**config.mk**
```make
export PLATFORM = sky130hd
export DESIGN_NAME = dds_sweep_controller
export DESIGN_NICKNAME = d
export VERILOG_FILES = /design/src/rtl/dds_sweep_controller.sv
export SDC_FILE = /design/constraint.sdc
export NUM_CORES = 1
export LEC_CHECK = 0
export CORE_ASPECT_RATIO = 1.4
export CORE_MARGIN = 3
export CORE_UTILIZATION = 45
export DETAILED_ROUTE_END_ITERATION = 7
export PLACE_DENSITY = 0.63
export SLEW_MARGIN = 15
export SYNTH_ARGS = -nofsm -noshare
export SYNTH_HDL_FRONTEND = slang
export SYNTH_SLANG_ARGS = --single-unit
```
**constraint.sdc**
```tcl
create_clock -name CLK -period 4.6 [get_ports CLK]
set_input_delay 0.46 -clock CLK [delete_from_list [all_inputs] [get_ports CLK]]
set_output_delay 0.46 -clock CLK [all_outputs]
set_load 0.02 [all_outputs]
```
**src/rtl/dds_sweep_controller.sv**
```systemverilog
// Frequency-word sweep controller for a DDS: steps KW between two limits in
// sawtooth or triangle fashion, holding each word for a programmable dwell.
module dds_sweep_controller #(
    parameter int KW_W    = 12,
    parameter int DWELL_W = 16
) (
    input  logic               CLK,
    input  logic               RST,
    input  logic               Start_In,
    input  logic               Stop_In,
    input  logic [KW_W-1:0]    Start_KW,
    input  logic [KW_W-1:0]    Stop_KW,
    input  logic [KW_W-1:0]    Step_KW,
    input  logic [DWELL_W-1:0] Dwell,
    input  logic               Mode,
    input  logic [1:0]         Wave_Sel_In,
    input  logic               Wave_Auto,
    output logic [KW_W-1:0]    KW,
    output logic [2:0]         Wave_Sel,
    output logic               Busy,
    output logic               Sweep_Done,
    output logic               Cfg_Err
);

    typedef enum logic [1:0] {IDLE, RUN_UP, RUN_DN} state_t;

    state_t             state;
    logic [DWELL_W-1:0] dwell_cnt;
    logic [KW_W-1:0]    start_kw_s;
    logic [KW_W-1:0]    stop_kw_s;
    logic [KW_W-1:0]    step_kw_s;
    logic [DWELL_W-1:0] dwell_s;
    logic               mode_s;
    logic               auto_s;

    // min(kw + step, hi) evaluated one bit wider so the sum cannot wrap
    function automatic logic [KW_W-1:0] sat_add(input logic [KW_W-1:0] kw,
                                                input logic [KW_W-1:0] step,
                                                input logic [KW_W-1:0] hi);
        logic [KW_W:0] sum;
        sum = {1'b0, kw} + {1'b0, step};
        if (sum > {1'b0, hi})
            return hi;
        return sum[KW_W-1:0];
    endfunction

    // max(kw - step, lo) without ever forming a negative intermediate
    function automatic logic [KW_W-1:0] sat_sub(input logic [KW_W-1:0] kw,
                                                input logic [KW_W-1:0] step,
                                                input logic [KW_W-1:0] lo);
        logic [KW_W:0] floor_v;
        floor_v = {1'b0, lo} + {1'b0, step};
        if ({1'b0, kw} < floor_v)
            return lo;
        return kw - step;
    endfunction

    function automatic logic [2:0] wave_decode(input logic [1:0] sel);
        case (sel)
            2'b01:   return 3'b010;
            2'b10:   return 3'b100;
            default: return 3'b001;
        endcase
    endfunction

    // sin -> square -> sawtooth -> sin is a left rotate of the one-hot code
    function automatic logic [2:0] wave_rotate(input logic [2:0] w);
        return {w[1:0], w[2]};
    endfunction

    always_ff @(posedge CLK or posedge RST) begin
        if (RST) begin
            state      <= IDLE;
            KW         <= '0;
            Wave_Sel   <= 3'b001;
            Busy       <= 1'b0;
            Sweep_Done <= 1'b0;
            Cfg_Err    <= 1'b0;
            dwell_cnt  <= '0;
            start_kw_s <= '0;
            stop_kw_s  <= '0;
            step_kw_s  <= '0;
            dwell_s    <= '0;
            mode_s     <= 1'b0;
            auto_s     <= 1'b0;
        end else begin
            Sweep_Done <= 1'b0;
            Cfg_Err    <= 1'b0;
            if (Stop_In) begin
                state <= IDLE;
                Busy  <= 1'b0;
            end else if (Start_In && ((Start_KW >= Stop_KW) || (Step_KW == '0))) begin
                Cfg_Err <= 1'b1;
            end else if (Start_In) begin
                start_kw_s <= Start_KW;
                stop_kw_s  <= Stop_KW;
                step_kw_s  <= Step_KW;
                dwell_s    <= Dwell;
                mode_s     <= Mode;
                auto_s     <= Wave_Auto;
                KW         <= Start_KW;
                Wave_Sel   <= wave_decode(Wave_Sel_In);
                dwell_cnt  <= '0;
                state      <= RUN_UP;
                Busy       <= 1'b1;
            end else if (state != IDLE) begin
                if (dwell_cnt != dwell_s) begin
                    dwell_cnt <= dwell_cnt + 1'b1;
                end else begin
                    dwell_cnt <= '0;
                    case (state)
                        RUN_UP: begin
                            if (KW != stop_kw_s) begin
                                KW <= sat_add(KW, step_kw_s, stop_kw_s);
                            end else if (!mode_s) begin
                                KW         <= start_kw_s;
                                Sweep_Done <= 1'b1;
                                if (auto_s)
                                    Wave_Sel <= wave_rotate(Wave_Sel);
                            end else begin
                                KW    <= sat_sub(stop_kw_s, step_kw_s, start_kw_s);
                                state <= RUN_DN;
                            end
                        end
                        RUN_DN: begin
                            if (KW != start_kw_s) begin
                                KW <= sat_sub(KW, step_kw_s, start_kw_s);
                            end else begin
                                KW         <= sat_add(start_kw_s, step_kw_s, stop_kw_s);
                                Sweep_Done <= 1'b1;
                                state      <= RUN_UP;
                                if (auto_s)
                                    Wave_Sel <= wave_rotate(Wave_Sel);
                            end
                        end
                        default: ;
                    endcase
                end
            end
        end
    end

endmodule

```
==> results of run 1 <==
[per-layer routing]
metal,up-vias,share of wire,track usage
li1,3550,-,-
met1,3540,0.40,0.322
met3,58,0.048,0.0264
met4,0,0.054,0.130
met5,-,0,0
met2,246,0.49,0.453
[repair_timing]
item	4_1_cts	5_1_grt
resized for setup	3	17
endpoints found under the setup margin	9	12
pin swaps	0	4
setup buffers	0	1
hold endpoints to repair	0	0
[Yosys cell counts, drive strengths merged (13+ instances only)]
library cell	instances
mux2i	15
buf	14
nand2	47
dfrtp	89
nand4	13
nand3	31
xor2	26
nor2	77
o21ai	47
ha	99
nor4	15
xnor2	60
a21oi	47
inv	78
nor3	23
mux2	75
[report_power, final]
group	switching, mW	leakage [nW]	total (mW)	internal, mW
registers	0.252	1.11	1.23	0.976
logic	3.04	3.12	5.53	2.48
clock network	0.373	0.146	0.756	0.383
total	3.67	4.38	7.51	3.84
[state kept, by name (all words and copies together) (netlist names)]
register and count:
dwell_cnt 16, Busy 1, stop_kw_s 12, Cfg_Err 1, auto_s 1, dwell_s 16, step_kw_s 12, Wave_Sel 3
state 2, start_kw_s 12, Sweep_Done 1, KW 12, mode_s 1
[layout make-up]
cell class	count	area, µm²
sequential	90	2250
clock inverter	7	67.6
multi-input combinational	737	5780
clock buffer	9	225
tap	240	300
timing repair buffer	107	1020
fill	1698	8130
inverter	78	295
[cells by family after synthesis]
logic type	synth area share
simple gates	0.152
flops	0.270
buf+inv	0.0496
fa+ha+maj	0.158
compound gates	0.160
xor+xnor	0.0903
mux	0.120
[worst paths after layout]
path / to / start / depth (start not counted)
worst max-delay path: KW[9] / step_kw_s[0] / 16
worst min-delay path: auto_s / auto_s / 1
worst max register to register: KW[9] / step_kw_s[0] / 16
worst min register to register: auto_s / auto_s / 1
max in group asynchronous: KW[8] / RST / 3
min in group asynchronous: dwell_s[12] / RST / 2
[through the flow]
stage / utilization / setup TNS (ps)
floorplan: - / 0
global placement: 0.528 / -300
detailed placement: 0.528 / -698
CTS: 0.545 / 0
global route: 0.550 / -16.2
finish: 0.550 / 0
==> metrics.yaml, run 1 <==
finish:
  leading_cell_types_in_the_layout_fill_and_taps_excluded: "sky130_fd_sc_hd__ha_1 (96), sky130_fd_sc_hd__dfrtp_1 (89), sky130_fd_sc_hd__nor2_1 (77), sky130_fd_sc_hd__inv_1 (77), sky130_fd_sc_hd__clkdlybuf4s50_1 (77)"
  area_growth_syn_to_layout_pct: 19.1
  finalNetCount: 1186
  final_common_cell: "sky130_fd_sc_hd__ha_1"
  count_of_antenna_diodes_in_the_layout: 0
  final-instance-count-excl-fill: 1268
  fraction_of_final_layout_cells_with_drive_strength_greater_than_1: 0.0875
  final_cell_area_um2: 9940
worst_setup_path:
  required_time_of_the_worst_setup_path_ps: 4820
  cp_bufs_invs: 1
  setup.worst_path.end_class: "register"
  critical_path.top_delay_family: "compound AO/OA/AOI/OAI gates"
  delay_of_the_slowest_cell_on_the_worst_path_ps: 430
  cp.arrival_ps: 4640
  cp_cell_sequence: "ha_1 > inv_1 > fa_1 > or2_1 > a221oi_4 > o22ai_2 > a21oi_2 > xnor2_1 > ha_1 > a21o_1 > a211o_1 > o311a_1 > a21o_4 > mux2_1 > a32oi_1 > a31oi_1"
  timing.setup.critical_path_class: "reg -> reg"
  crit_slowest_cell: "sky130_fd_sc_hd__dfrtp_1"
  ff2ff_setup_slack_ps: 180
  critical_path.startpoint_type: "register"
  worstPathMaxFanout: 13
  critical_path.most_common_cell: "sky130_fd_sc_hd__ha_1"
clock_tree:
  cts.root.buffer_cell: "sky130_fd_sc_hd__clkbuf_16"
  tritoncts.num_buffers: 9
  cts_max_path_buffers: 2
  clk-insertion-delay-late_ps: 350
  holdBufCountCts: 0
  clock-sinks: 90
  cts_tree: "built"
  clk_pin_slew_ps: 80
  clock_tree.htree_level_count: 3
global_routing:
  largest_net_degree_at_the_start_of_global_routing: 67
  gr-total-overflow: 0
  first_global_vias: 7424
  global_route.usage.total: 0.262
  antenna_found_initial: 0
  grt_first_pass_wirelength_um: 40900
place:
  dp_cells: 1251
  placed_area_um2: 9550
  port_buffers: 77
  dp_worst_setup_slack_ps: -116
  gp_congestion: 0.929
  dp.final_hpwl_um: 20900
outcome:
  outcome: "finished, final reports clean"
power_and_ir_drop:
  power.ir.vdd_worst_uv: 395
  power.density_nw_per_um2: 755
  report.power.total_mw: 7.51
  cellLeakagePower_nw: 4.38
logic_synthesis:
  yosys-top-cells-area: "sky130_fd_sc_hd__dfrtp_1 (27%), sky130_fd_sc_hd__ha_1 (15%), sky130_fd_sc_hd__mux2_1 (8.2%)"
  async_reset_ff_frac: 1.00
  synth.distinct_cells: 72
  predominant_post_synthesis_flop_cell: "sky130_fd_sc_hd__dfrtp_1"
  ys_warn_count: 0
  number_of_enable_flip_flop_cells_after_synthesis: 0
  syn_nets: 1094
  ys_seq_area_frac: 0.270
  syn-instance-count: 931
  netlist_area_um2: 8350
  syn_avg_cell_area_um2: 8.96
  yosysTopAreaCellShare: 0.267
  synth_top_cell_by_area: "sky130_fd_sc_hd__dfrtp_1"
  yosys_register_bits: 90
min_path:
  hp-class: "reg -> reg"
drt:
  detail_route.wl_per_cell_um: 20.5
  postRouteWirelength_um: 26000
  drc_errors: 0
  drt_iter0_drc: 450
  dr_total_vias: 7394
  remaining_number_of_nets_flagged_by_the_antenna_check_after_routing: 0
  routed_via_density: 5.83
  drt-pass1-iter-count: 5
sta:
  postLayoutSetupSlackWorst_ps: 176
  drv_slew: 0
  setup_viol: 0
  skew_ps: 8.30
  rsz0062_at_grt: "yes"
  final.period_utilization: 0.962
  timing.slew.headroom: 0.311
  worst_margin_pin_slew_ps: 1030
  final-hold-violation-count: 0
  maxClockFrequency_mhz: 226
  hold_ws_ps: 500
  fin_crit_ps: 4420
floorplan:
  pin_count: 78
  die_width_um: 121
  initial_core_util: 0.462
  die_area_um2: 20200
  rows: 58
  die_height_um: 167
  core_area_um2: 18100
flow_run:
  cap_violations: 0
Power figures use the tool's default switching activity.
==> run 2, diff against run 1 <==
Settings changed: CAP_MARGIN set to 20.
==> results of run 2 <==
Final layout, timing and power as in run 1 (identical DEF).
